--- src/rtl/sprite_blitter.sv ---
// Raster-order image blitter: walks a colour ROM address by address and emits one
// clipped, optionally colour-keyed pixel write per cycle, ROM_LAT cycles behind the address.
module sprite_blitter #(
  parameter int                  IMG_W      = 160,
  parameter int                  IMG_H      = 120,
  parameter int                  ADDR_W     = 15,
  parameter int                  COLOUR_W   = 12,
  parameter int                  ROM_LAT    = 1,
  parameter int                  SCREEN_W   = 160,
  parameter int                  SCREEN_H   = 120,
  parameter int                  USE_KEY    = 0,
  parameter logic [COLOUR_W-1:0] KEY_COLOUR = '0
) (
  input  logic                clk_i,
  input  logic                reset_i,
  input  logic                start_i,
  input  logic [7:0]          x0_i,
  input  logic [7:0]          y0_i,
  output logic [ADDR_W-1:0]   rom_addr_o,
  input  logic [COLOUR_W-1:0] rom_q_i,
  output logic                plot_o,
  output logic [7:0]          x_o,
  output logic [7:0]          y_o,
  output logic [COLOUR_W-1:0] colour_o,
  output logic                busy_o,
  output logic                done_o
);

  localparam int                STAGES     = ROM_LAT - 1;
  localparam logic [ADDR_W-1:0] ADDR_LAST  = ADDR_W'(IMG_W * IMG_H - 1);
  localparam logic [7:0]        COL_LAST   = 8'(IMG_W - 1);
  localparam logic [1:0]        DRAIN_LAST = 2'(ROM_LAT - 1);

  typedef enum logic [1:0] {IDLE, RUN, DRAIN, DONE} state_t;

  state_t              state_q, state_d;
  logic [ADDR_W-1:0]   addr_q, addr_d;
  logic [7:0]          col_q, col_d, row_q, row_d;
  logic [7:0]          x0_q, x0_d, y0_q, y0_d;
  logic [1:0]          drain_q, drain_d;

  always_ff @(posedge clk_i) begin
    if (reset_i) begin
      state_q <= IDLE;
      addr_q  <= '0;
      col_q   <= '0;
      row_q   <= '0;
      x0_q    <= '0;
      y0_q    <= '0;
      drain_q <= '0;
    end else begin
      state_q <= state_d;
      addr_q  <= addr_d;
      col_q   <= col_d;
      row_q   <= row_d;
      x0_q    <= x0_d;
      y0_q    <= y0_d;
      drain_q <= drain_d;
    end
  end

  always_comb begin
    state_d = state_q;
    addr_d  = addr_q;
    col_d   = col_q;
    row_d   = row_q;
    x0_d    = x0_q;
    y0_d    = y0_q;
    drain_d = drain_q;
    case (state_q)
      IDLE: if (start_i) begin
        state_d = RUN;
        addr_d  = '0;
        col_d   = '0;
        row_d   = '0;
        x0_d    = x0_i;
        y0_d    = y0_i;
      end
      RUN: begin
        // col/row track addr so the screen position needs no multiply
        if (addr_q == ADDR_LAST) begin
          state_d = DRAIN;
          drain_d = '0;
        end else begin
          addr_d = addr_q + ADDR_W'(1);
          if (col_q == COL_LAST) begin
            col_d = '0;
            row_d = row_q + 8'd1;
          end else begin
            col_d = col_q + 8'd1;
          end
        end
      end
      DRAIN: begin
        if (drain_q == DRAIN_LAST) state_d = DONE;
        else                       drain_d = drain_q + 2'd1;
      end
      default: state_d = IDLE;
    endcase
  end

  assign rom_addr_o = addr_q;
  assign busy_o     = (state_q == RUN) || (state_q == DRAIN);
  assign done_o     = (state_q == DONE);

  // Position pipeline runs alongside the ROM; 9-bit sums so off-screen wrap is clipped.
  logic [STAGES:0]      vld_pipe;
  logic [STAGES:0][8:0] sx_pipe, sy_pipe;
  logic [8:0]           sx_in, sy_in;

  assign sx_in = {1'b0, x0_q} + {1'b0, col_q};
  assign sy_in = {1'b0, y0_q} + {1'b0, row_q};

  always_ff @(posedge clk_i) begin
    if (reset_i) begin
      vld_pipe <= '0;
      sx_pipe  <= '0;
      sy_pipe  <= '0;
    end else begin
      vld_pipe[0] <= (state_q == RUN);
      sx_pipe[0]  <= sx_in;
      sy_pipe[0]  <= sy_in;
      for (int i = 1; i <= STAGES; i++) begin
        vld_pipe[i] <= vld_pipe[i-1];
        sx_pipe[i]  <= sx_pipe[i-1];
        sy_pipe[i]  <= sy_pipe[i-1];
      end
    end
  end

  logic                on_screen, keyed;
  logic [7:0]          x_q, y_q;
  logic [COLOUR_W-1:0] colour_q;

  assign on_screen = ({1'b0, sx_pipe[STAGES]} < 10'(SCREEN_W)) &&
                     ({1'b0, sy_pipe[STAGES]} < 10'(SCREEN_H));
  assign keyed     = (USE_KEY != 0) && (rom_q_i == KEY_COLOUR);
  assign plot_o    = vld_pipe[STAGES] && on_screen && !keyed;

  always_ff @(posedge clk_i) begin
    if (reset_i) begin
      x_q      <= '0;
      y_q      <= '0;
      colour_q <= '0;
    end else if (plot_o) begin
      x_q      <= sx_pipe[STAGES][7:0];
      y_q      <= sy_pipe[STAGES][7:0];
      colour_q <= rom_q_i;
    end
  end

  assign x_o      = plot_o ? sx_pipe[STAGES][7:0] : x_q;
  assign y_o      = plot_o ? sy_pipe[STAGES][7:0] : y_q;
  assign colour_o = plot_o ? rom_q_i : colour_q;

endmodule
--- config.mk ---
export PLATFORM = sky130hd
export DESIGN_NAME = sprite_blitter
export DESIGN_NICKNAME = d
export VERILOG_FILES = /design/src/rtl/sprite_blitter.sv
export SDC_FILE = /design/constraint.sdc
export NUM_CORES = 1
export LEC_CHECK = 0
export CELL_PAD_IN_SITES_DETAIL_PLACEMENT = 1
export CELL_PAD_IN_SITES_GLOBAL_PLACEMENT = 2
export CORE_MARGIN = 5
export CORE_UTILIZATION = 36
export CTS_BUF_LIST = sky130_fd_sc_hd__clkbuf_2 sky130_fd_sc_hd__clkbuf_4 sky130_fd_sc_hd__clkbuf_8
export DETAILED_ROUTE_END_ITERATION = 7
export PLACE_DENSITY = 0.89
export SLEW_MARGIN = 20
export SYNTH_ARGS = -nofsm -noshare
export SYNTH_HDL_FRONTEND = slang
export SYNTH_SLANG_ARGS = --single-unit
--- constraint.sdc ---
create_clock -name clk_i -period 6 [get_ports clk_i]
set_clock_uncertainty 0.1 [all_clocks]
set_input_delay 1.2 -clock clk_i [delete_from_list [all_inputs] [get_ports clk_i]]
set_output_delay 1.2 -clock clk_i [all_outputs]
set_load 0.1 [all_outputs]
==> flow_metrics.tcl <==
set metrics [dict create \
    outcome "finished clean" \
    fillers 1501 \
    vdd_drop_max_uv 297 \
    grt_usage 0.165 \
    vias 3953 \
    slew_headroom 0.334 \
    grt_max_degree 49 \
    gp_congestion 0.825 \
    regToRegSetupSlack_ns 2.77 \
    arrival_ns 3.24 \
    finalInstanceArea_mm2 0.00574 \
    synth_flop_cell "dfxtp_1" \
    rsz0062_at_grt "false" \
    clock_latency_ns 0.37 \
    power_switching_share 0.408 \
    hold_class "register to register" \
    die_w_um 123 \
    hold_buffers 0 \
    async_reset_ff_frac 0 \
    final.period_utilization 0.756 \
    critical_path.max_fanout 28 \
    slowest_stage "clkdlybuf4s50_1" \
    timing.final.crit_period_ns 4.54 \
    comb_power_share 0.382 \
    drt_wl_total_um 11900 \
    final_common_cell "dfxtp_1" \
    synth-seq-area-share 0.424 \
    cts.sinks 98 \
    clock.fmax_ghz 0.220 \
    multiInputGateArea_mm2 0.00250 \
    dpl-instance-area_mm2 0.00551 \
    drtIter0Drc 183 \
    synth_cells 513 \
    port_buffers 76 \
    synth_seq_cells 98 \
    path_clk_slew_ns 0.10 \
    postCtsSetupBuffers 0 \
    drive_above_1_share 0.0908 \
    cts_tree "done" \
    postRouteAntennaNets 0 \
    start_kind "register" \
    p_sw_uw 808 \
    initial_core_util 0.367 \
    clock_power_share 0.244 \
    synth_area_per_cell_um2 9.02 \
    place_ws_ns 1.59 \
    grt_antenna_before_repair 0 \
    synth_cell_types 56 \
    diodes 0 \
    slowest_delay_ns 1.15 \
    via_per_inst 5.23 \
    rows 41 \
    synth_warnings 0 \
    pin_count 77 \
    synth_nets 571 \
    fp.dieArea_mm2 0.0152 \
    fp.coreArea_mm2 0.0126 \
    cp-end-kind "output pin" \
    drv_cap 0 \
    seq_power_share 0.373 \
    p_leak_uw 0.00229 \
    criticalPathCategory "register to output pin" \
    dr.pass1.iters 4 \
    setup_viol 0 \
    syn_to_final_growth_pct 24.0 \
    fin_setup_tns_ns 0 \
    netlist_area_mm2 0.00463 \
    grt_first_pass_wirelength_um 20100 \
    fin_ws_ns 1.46 \
    gr-total-overflow 0 \
    dpl.hpwl_um 8770 \
    clk_path_buf_depth 2 \
    drc 0 \
    htreeDepth 3 \
    path_cells "nor4b_1, nand2_1, a41o_2, inv_1, o22a_1, clkdlybuf4s50_1" \
    wire_per_inst_um 15.7 \
    synth_edf_count 0 \
    regArea_mm2 0.00196 \
    power_density_mw_per_mm2 345 \
    mostFrequentLayoutCells "dfxtp_1 (98), clkdlybuf4s50_1 (76), nand2_1 (57)" \
    tightest_slew_ns 0.996 \
    cts_resized 0 \
    cp.required_ns 4.70 \
    maxSlewViolCount 0 \
    p_int_uw 1170 \
    cts_inserted_buffers 9 \
    fp.dieH_um 123 \
    hold_violations 0 \
    grt_pass1_vias 4124 \
    layout.nets 637 \
    cts_root_buf "clkbuf_8" \
]
[through the flow]
step | utilization | hold WS (ns) | cells | power [µW]
after floorplan | - | 0.340 | 513 | 1330
after global placement | 0.436 | 0.355 | 739 | 1500
after detailed placement | 0.436 | 0.359 | 739 | 1520
after CTS | 0.454 | 0.372 | 755 | 2000
after global routing | 0.455 | 0.386 | 756 | 2090
final | 0.455 | 0.372 | 756 | 1980
[Yosys cell counts (all sizes together), types with 10 or more instances]
library cell	count	area [µm²]
clkbuf	13	50.0
ha	25	313
mux2	25	282
a21oi	39	195
nor2	28	105
nand2	58	220
o31ai	16	120
and2	34	213
inv	17	63.8
nand3	18	103
dfxtp	98	1960
o21ai	34	170
buf	10	55.1
[registers in the layout (all words and copies together) (netlist names)]
| name | cells |
|---|---|
| y0_q | 8 |
| x0_q | 8 |
| colour_q | 12 |
| drain_q | 2 |
| state_q | 2 |
| sx_pipe | 9 |
| rom_addr_o | 15 |
| y_q | 8 |
| sy_pipe | 9 |
| x_q | 8 |
| vld_pipe | 1 |
| col_q | 8 |
| row_q | 8 |
[power groups by stage]
| stage | clock [µW] | combinational, µW | sequential [µW] |
|---|---|---|---|
| 2_1_floorplan | 0 | 574 | 760 |
| 3_3_place_gp | 0 | 747 | 752 |
| 3_5_place_dp | 0 | 762 | 756 |
| 4_1_cts | 498 | 765 | 740 |
| 5_1_grt | 524 | 818 | 747 |
| 6_report | 483 | 757 | 739 |
[path summary, 6_finish.rpt]
kind                            cells after the start               startpoint                     to
worst max-delay path                                6    sx_pipe[8]$_SDFF_PP0_                 y_o[4]
worst min-delay path                                2     x0_q[3]$_SDFFE_PP0P_   x0_q[3]$_SDFFE_PP0P_
worst max register to register                      7  state_q[1]$_SDFFE_PP0P_  row_q[5]$_SDFFE_PP0P_
worst min register to register                      2     x0_q[3]$_SDFFE_PP0P_   x0_q[3]$_SDFFE_PP0P_
[final cells by class]
class,instances,share of cell area
clock inverters,5,0.0150
inverters,17,0.0111
flip-flops and latches,98,0.342
well taps,172,0.0375
multi-input cells,375,0.435
clock buffers,11,0.0242
repair buffers,78,0.135
[routing by layer]
metal  part of all wire  vias to the layer above  global-route usage  wire length (µm)
li1                   -                     1962                   -                 -
met1               0.45                     1920               0.200              5340
met2               0.51                       58               0.294              6030
met3              0.030                       13              0.0261               354
met4              0.015                        0              0.0574               181
met5                  0                        -                   0                 0
[cells by family (layout without fill, tap and decap cells)]
group	count (synthesis)	in the layout	share of synthesized area
flops	98	98	0.424
mux	26	26	0.0630
xor+xnor	8	8	0.0151
buf+inv	40	111	0.0365
fa+ha+maj	27	27	0.0763
compound gates	127	127	0.173
simple gates	187	187	0.213
[critical path, delay by kind of cell, from the launching register on]
family          cells  cell delay, ns
compound gates      2            0.66
buf+inv             2            1.34
flops               1            0.32
simple gates        2            0.54
No activity file was read; power rests on OpenSTA's default activity.
